$ cat src/rtl/tm1638_key_debounce.sv
// TM1638 key post-processing: synchronises the raw sw bits, debounces them on a
// divided sample tick, and produces per-key edge, repeat and toggle outputs plus
// a lowest-index event code for the CPU side.

// Per-key debounce, edge-pulse, toggle and auto-repeat logic.
module tm1638_key_lane #(
  parameter int DEBOUNCE_TICKS = 4,
  parameter int REPEAT_DELAY   = 500,
  parameter int REPEAT_RATE    = 100
) (
  input  logic clk,
  input  logic rst,
  input  logic tick,
  input  logic sw_s,
  output logic key_st,
  output logic press_p,
  output logic release_p,
  output logic repeat_p,
  output logic toggle_q
);
  localparam int CW   = $clog2(DEBOUNCE_TICKS + 1);
  localparam int RMAX = (REPEAT_DELAY > REPEAT_RATE) ? REPEAT_DELAY : REPEAT_RATE;
  localparam int RW   = $clog2(RMAX + 1);
  localparam logic [CW-1:0] CNT_LAST = CW'(DEBOUNCE_TICKS - 1);
  localparam logic [RW-1:0] R_DELAY  = RW'(REPEAT_DELAY);
  localparam logic [RW-1:0] R_RATE   = RW'(REPEAT_RATE);
  localparam logic [RW-1:0] R_ONE    = RW'(1);

  logic [CW-1:0] cnt;
  logic [RW-1:0] rcnt;
  logic          accept;

  // A new level is accepted on the tick where the disagreement count saturates.
  assign accept = tick && (sw_s != key_st) && (cnt == CNT_LAST);

  // Debounce counter, debounced level, edge pulses and toggle latch.
  always_ff @(posedge clk) begin
    if (rst) begin
      cnt       <= '0;
      key_st    <= 1'b0;
      press_p   <= 1'b0;
      release_p <= 1'b0;
      toggle_q  <= 1'b0;
    end else begin
      press_p   <= 1'b0;
      release_p <= 1'b0;
      if (tick) begin
        if (sw_s == key_st) begin
          cnt <= '0;
        end else if (accept) begin
          key_st    <= sw_s;
          cnt       <= '0;
          press_p   <= sw_s;
          release_p <= ~sw_s;
          if (sw_s) toggle_q <= ~toggle_q;
        end else begin
          cnt <= cnt + CW'(1);
        end
      end
    end
  end

  // Auto-repeat countdown: armed on press, cleared on release, paced by ticks.
  // A press only happens from key_st=0, so repeat can never coincide with it.
  always_ff @(posedge clk) begin
    if (rst) begin
      rcnt     <= '0;
      repeat_p <= 1'b0;
    end else begin
      repeat_p <= 1'b0;
      if (accept) begin
        rcnt <= sw_s ? R_DELAY : '0;
      end else if (tick && key_st && (rcnt != '0)) begin
        if (rcnt == R_ONE) begin
          repeat_p <= 1'b1;
          rcnt     <= R_RATE;
        end else begin
          rcnt <= rcnt - R_ONE;
        end
      end
    end
  end
endmodule

module tm1638_key_debounce #(
  parameter int TICK_DIVIDER   = 1000,
  parameter int DEBOUNCE_TICKS = 4,
  parameter int REPEAT_DELAY   = 500,
  parameter int REPEAT_RATE    = 100
) (
  input  logic       clk,
  input  logic       rst,
  input  logic [7:0] sw,
  output logic [7:0] key_state,
  output logic [7:0] key_press,
  output logic [7:0] key_release,
  output logic [7:0] key_repeat,
  output logic [7:0] key_toggle,
  output logic       event_valid,
  output logic [2:0] event_key
);
  localparam int NUM_KEYS = 8;
  localparam int TW       = $clog2(TICK_DIVIDER + 1);
  localparam logic [TW-1:0] TICK_LAST = TW'(TICK_DIVIDER - 1);

  logic [NUM_KEYS-1:0] sw_m, sw_s, ev;
  logic [TW-1:0]       tick_cnt;
  logic                tick;

  // Two-flop synchroniser on the raw key bits.
  always_ff @(posedge clk) begin
    if (rst) begin
      sw_m <= '0;
      sw_s <= '0;
    end else begin
      sw_m <= sw;
      sw_s <= sw_m;
    end
  end

  // Down-counting sample-tick divider; tick is high while the count sits at 0.
  always_ff @(posedge clk) begin
    if (rst)                tick_cnt <= TICK_LAST;
    else if (tick_cnt == '0) tick_cnt <= TICK_LAST;
    else                    tick_cnt <= tick_cnt - TW'(1);
  end

  assign tick = (tick_cnt == '0);

  for (genvar i = 0; i < NUM_KEYS; i++) begin : g_lane
    tm1638_key_lane #(
      .DEBOUNCE_TICKS(DEBOUNCE_TICKS),
      .REPEAT_DELAY  (REPEAT_DELAY),
      .REPEAT_RATE   (REPEAT_RATE)
    ) u_lane (
      .clk      (clk),
      .rst      (rst),
      .tick     (tick),
      .sw_s     (sw_s[i]),
      .key_st   (key_state[i]),
      .press_p  (key_press[i]),
      .release_p(key_release[i]),
      .repeat_p (key_repeat[i]),
      .toggle_q (key_toggle[i])
    );
  end

  assign ev = key_press | key_repeat;

  // Lowest-index priority encode of press/repeat pulses; extra keys are dropped.
  always_comb begin
    event_valid = |ev;
    event_key   = '0;
    for (int i = NUM_KEYS - 1; i >= 0; i--)
      if (ev[i]) event_key = 3'(i);
  end
endmodule
$ cat config.mk
export PLATFORM = sky130hd
export DESIGN_NAME = tm1638_key_debounce
export DESIGN_NICKNAME = d
export VERILOG_FILES = /design/src/rtl/tm1638_key_debounce.sv
export SDC_FILE = /design/constraint.sdc
export NUM_CORES = 1
export LEC_CHECK = 0
export CORE_AREA = 2 2 112 136
export DETAILED_ROUTE_END_ITERATION = 6
export DIE_AREA = 0 0 114 138
export PLACE_DENSITY = 0.89
export SYNTH_ARGS = -nofsm -noshare
export SYNTH_HDL_FRONTEND = slang
export SYNTH_SLANG_ARGS = --single-unit
$ cat constraint.sdc
create_clock -name clk -period 2.84 [get_ports clk]
set_input_delay 0.568 -clock clk [delete_from_list [all_inputs] [get_ports clk]]
set_output_delay 0.568 -clock clk [all_outputs]
set_load 0.01 [all_outputs]
# Word level (Yosys, flattened, before mapping)

Cells that the tools add are included.

Bits in registers: 162
Bits of input ports: 10
Output and inout bits: 44
Logic and storage cells: 297

Add/subtract/negate cells: 17
Eq/ne operators: 32
Muxes and demuxes: 64
Bitwise operators: 42
Reduce and logical (&&, ||, !) cells: 83

Operators with widths:

| cell                                                                  | count |
|---|---|
| 9-bit 2-to-1 mux                                                      | 32 |
| 9-bit by 1-bit equality test with 1-bit output, second input constant | 8 |
| 3-bit 2-to-1 mux                                                      | 24 |
| 9-bit nonzero test                                                    | 8 |
| 9-bit by 1-bit subtractor with 9-bit output, second input constant    | 8 |
| 1-bit inverter                                                        | 41 |
| 1-bit logical AND                                                     | 32 |
| 4-bit AND reduction                                                   | 8 |
| 4-bit OR reduction                                                    | 8 |
| 3-bit by 1-bit adder with 3-bit output, second input constant         | 8 |
| 3-bit by 2-bit equality test with 1-bit output, second input constant | 8 |
| 3-bit AND reduction                                                   | 8 |
| 3-bit OR reduction                                                    | 8 |
| 2-bit nonzero test                                                    | 8 |
| 10-bit zero test                                                      | 1 |
| 10-bit by 1-bit subtractor with 10-bit output, second input constant  | 1 |
| 1-bit equality test                                                   | 8 |
| 1-bit 2-to-1 mux                                                      | 8 |
| 1-bit inequality test                                                 | 8 |
| 8-bit bitwise OR                                                      | 1 |
| 8-bit OR reduction                                                    | 1 |
| 2-bit OR reduction                                                    | 1 |

# Logic depth before layout (Yosys ltp)

Depth after elaboration: 9
Depth in mapped cells: 10
Depth with buffers taken out: 7

# Modules after synthesis

Synthesis repeated with hierarchy kept, for this count alone.

Cell total of the unflattened synthesis: 896
Area total of the unflattened synthesis: 7961.4 sq um

Modules (own cells, without submodules):

| module                                  | instances | cells each | area an instance (sq um) | sequential area each (sq um) |
|---|---|---|---|---|
| tm1638_key_lane at g_lane[0].u_lane ... | 7         | 99         | 868.3                    | 340.3 |
| tm1638_key_debounce                     | 1         | 101        | 958.4                    | 520.5 |
| tm1638_key_lane at g_lane[5].u_lane     | 1         | 102        | 924.6                    | 340.3 |

# Least setup slack after synthesis

Ideal clock, no wire load.

Path kind: flip-flop to flip-flop
Start: register tick_cnt[0]
End: register g_lane[6].u_lane.toggle_q
Setup time: 0.128 ns
Arrival: 2.095 ns
Required time: 2.712 ns
Setup slack: 0.618 ns
Stages on the path, launching flop included: 11
Path buffers: 3
Clock period less this slack: 2.222 ns
Cell sequence: dfxtp_1 inv_1 ha_1 or3b_1 clkbuf_1 buf_2 nor4_2 buf_2 nand2_1 xor2_1 nor2_1

Longest elaborated chain between the ends: 4

RTL lines:

| element                         | RTL line | source |
|---|---|---|
| start, declared                 | 107      | `logic [TW-1:0] tick_cnt;` |
| start signal, assigned          | 125      | `else tick_cnt <= tick_cnt - TW'(1);` |
| 10-bit zero test *              | 128      | `assign tick = (tick_cnt == '0);` |
| 1-bit logical AND (2 in a row)  | 34       | `assign accept = tick && (sw_s != key_st) && (cnt == CNT_LAST);` |
| 4-bit AND reduction (no line) * | n/a      |  |
| end signal, assigned            | 55       | `if (sw_s) toggle_q <= ~toggle_q;` |
| end, declared                   | 19       | `output logic toggle_q` |

Every way passes the cells marked *; elsewhere a longest branch is shown, timed or not.
A chain may end at the register's enable or synchronous reset.

# Final worst setup path

Start: register g_lane[5].u_lane.key_st
End: register g_lane[5].u_lane.rcnt[8]

Longest elaborated chain between the ends: 4
Elaborated cells on any way between the ends: 7
Those cells by class: eq/ne (1); mux (1); reduce/logical (5)

RTL lines:

| element                                                | RTL line | source |
|---|---|---|
| start, declared                                        | 15       | `output logic key_st,` |
| start signal, assigned                                 | 51       | `key_st <= sw_s;` |
| 1-bit inequality test                                  | 34       |  |
| 1-bit logical AND (2 in a row)                         | 34       |  |
| 9-bit 2-to-1 mux or 2-bit nonzero test (tied branches) | n/a      |  |
| end signal, assigned                                   | 72       | `rcnt <= sw_s ? R_DELAY : '0;` |
| end signal, assigned                                   | 78       | `rcnt <= rcnt - R_ONE;` |
| end, declared                                          | 30       | `logic [RW-1:0] rcnt;` |

Parallel ways exist; a longest one is shown, timed or not.

==> metrics.txt <==
Slew HR=48.92%; CTS Buf Count=17; drt total wl=19.63 mm; CP Data Arrival Time=2.94 ns; Cell variety after synth=70; Placer Congestion=0.9190; fmax=379.1 MHz; Hold Path Class=reg -> reg; area delta synth->final=12.61%; detailed-router iteration count before antenna repair=5; fin area=9555 sq um; critical path startpoint=g_lane[5].u_lane.key_st; First DRT Iteration DRCs=806; R2R setup slack=0.20 ns; layout cell share with drive strength beyond 1=10.25%; CP endpoint=g_lane[5].u_lane.rcnt[8]; antenna violations before repair=0; total routing usage reported by global routing=25.25%; worst skew pair latency=0.43 ns; Ports=54; DRT antenna net count=0; CTS tree=done; Setup-failing EPs final=0; n_diodes=0; vias per cell=6.156; Post-synth EDFFs=0; worst-case reg-to-reg path depth=7; Slew @ Worst Pin=0.7645 ns; non-filler cells, final=1212; Avg Cell Area, Syn=8.410 sq um; required time worst endpoint=3.14 ns; Crit Path Class=reg -> reg; sequential fraction of the synthesis area=38.22%; worst reg2reg endpoint=g_lane[5].u_lane.rcnt[8]; count leader, synth=dfxtp_1; number of placed instances with taps included=1180; Post-Syn Instances=1009; leak pwr=3.678 nW; Mapped Area=8486 sq um; critical path startpoint category=register; port bufs=53; clk_skew=0.008820 ns; setup TNS=0 ns; Core Region=14590 sq um; Synth Flop Type=dfxtp_1; Synth async-reset ratio=0%; # rows=49; outcome=complete, no violations; Hold Crit Start=tick_cnt[0]; clk sink count=162; Max VDD drop=0.2997 mV; cell area after placement=8931 sq um; max_cap viols=0; maximum fanout along the worst path=5; Util after Layout=65.49%; Vias=7461; R2R Path Start=g_lane[5].u_lane.key_st; nets=1072; ranking of synthesized cells by area=dfxtp_1, ha_1, a21oi_1; Yosys top cell area share=38.22%; Final Hold Fails=0; die width=114 um; grt total ovfl=0; CTS root buffer=clkbuf_16; largest net degree at the start of global routing=99; Tot Pwr=4.803 mW; Die H=138 um; global-route wire length before repair=33.06 mm; Post-synth top cells=dfxtp_1, nor2_1, nand2_1; Yosys reg bits=162; syn_nets=1060; critical path endpoint category=register; Max clock buf depth=2; area leader, netlist=dfxtp_1; DRC Markers=0; Clock transition at path regs=0.06 ns; H-tree depth=4; DR WL/cell=16.20 um; Die Area=15730 sq um; Synth Warn #=0; pwr dens=502.7 nW/um^2; Final Max Tran Viols=0; fin crit period=2.637 ns; vias in the first global route=7200; starting density of the core=58.15%; post-DP HPWL=13.57 mm; FILL cells=1140; Post-CTS Setup Bufs=0; RSZ-0062 raised after global routing=false; Tcrit/Tclk final=92.87%
power by group:
| group | switching, mW | internal [mW] | total, mW | leakage [nW] |
|---|---|---|---|---|
| Clock | 0.984 | 1.42 | 2.40 | 0.290 |
| Combinational | 0.0638 | 0.0421 | 0.106 | 2.08 |
| Sequential | 0.0119 | 2.29 | 2.30 | 1.31 |
placed cells by master, fill, tap and decap left out, drive strengths merged, types with 13 or more instances in the layout:
master / netlist / final
nor3: 49 / 49
o21ai: 45 / 45
clkbuf: 25 / 18
nand2: 84 / 84
or4: 16 / 16
buf: 50 / 16
xnor2: 15 / 15
a21oi: 74 / 74
dfxtp: 162 / 162
nor2: 95 / 95
or3b: 13 / 13
a211oi: 23 / 23
nor2b: 17 / 17
ha: 41 / 41
nand3: 38 / 38
inv: 49 / 52
nor4: 28 / 28
clkdlybuf4s50: 0 / 51
and3: 13 / 13
a31oi: 14 / 14
worst min-delay path by stage:
stage | cells after the start | slack (ns) | to
after floorplan | 1 | 0.38 | tick_cnt[0]
after global placement | 1 | 0.39 | tick_cnt[0]
after detailed placement | 1 | 0.41 | tick_cnt[0]
after CTS | 1 | 0.42 | tick_cnt[0]
after global routing | 1 | 0.46 | sw_s[4]
final | 1 | 0.42 | tick_cnt[0]
area by class of cell:
| cell class | instances | area (sq um) | share of cell area (%) |
|---|---|---|---|
| Sequential cell | 162 | 3243 | 33.94 |
| Multi-Input combinational cell | 723 | 4621 | 48.36 |
| Timing Repair Buffer | 68 | 668.1 | 6.992 |
| Clock buffer | 18 | 439.2 | 4.596 |
| Inverter | 49 | 183.9 | 1.925 |
| Tap cell | 178 | 222.7 | 2.331 |
| Clock inverter | 14 | 177.7 | 1.859 |
per-layer routing:
layer | GRT usage [%] | part of all wire (%)
met5 | 0 | 0
met4 | 12.00 | 2.7
met3 | 4.866 | 5.6
met2 | 43.77 | 50
met1 | 29.69 | 41
flip-flops by register name (all words and copies together), names as in the netlist:
signal,cells
g_lane.u_lane.rcnt,72
g_lane.u_lane.cnt,24
tick_cnt,10
g_lane.u_lane.key_st,8
g_lane.u_lane.press_p,8
g_lane.u_lane.release_p,8
g_lane.u_lane.repeat_p,8
g_lane.u_lane.toggle_q,8
sw_m,8
sw_s,8
logic make-up (layout without fill, tap and decap cells):
| family | count (synthesis) | count (layout) | share of synthesized area, % |
|---|---|---|---|
| xor+xnor | 25 | 25 | 2.580 |
| mux | 7 | 7 | 0.8699 |
| compound gates | 233 | 233 | 18.09 |
| simple gates | 417 | 417 | 26.75 |
| fa+ha+maj | 41 | 41 | 6.045 |
| flops | 162 | 162 | 38.22 |
| buf+inv | 124 | 149 | 7.446 |
timing repair:
item,4_1_cts,5_1_grt
hold buffers,0,0
setup endpoints to repair,1,1
hold endpoints to repair,0,0
resized for setup,1,1
worst max-delay path: stages, from the launching register on:
cell       delay (ns)
dfxtp_1          0.36
inv_1            0.09
ha_1             0.37
nor3b_1          0.49
a211oi_1         0.17
o21ai_0          0.55
a21oi_1          0.07
a2111oi_0        0.41
stage by stage:
stage,setup WS [ns],hold slack [ns]
after CTS,0.1067,0.4202
final,0.2025,0.4187
after global routing,0.03295,0.4558
after global placement,0.4555,0.3913
after floorplan,0.6179,0.3790
after detailed placement,0.3910,0.4053
Note: power is estimated with default switching activity, not from simulation.
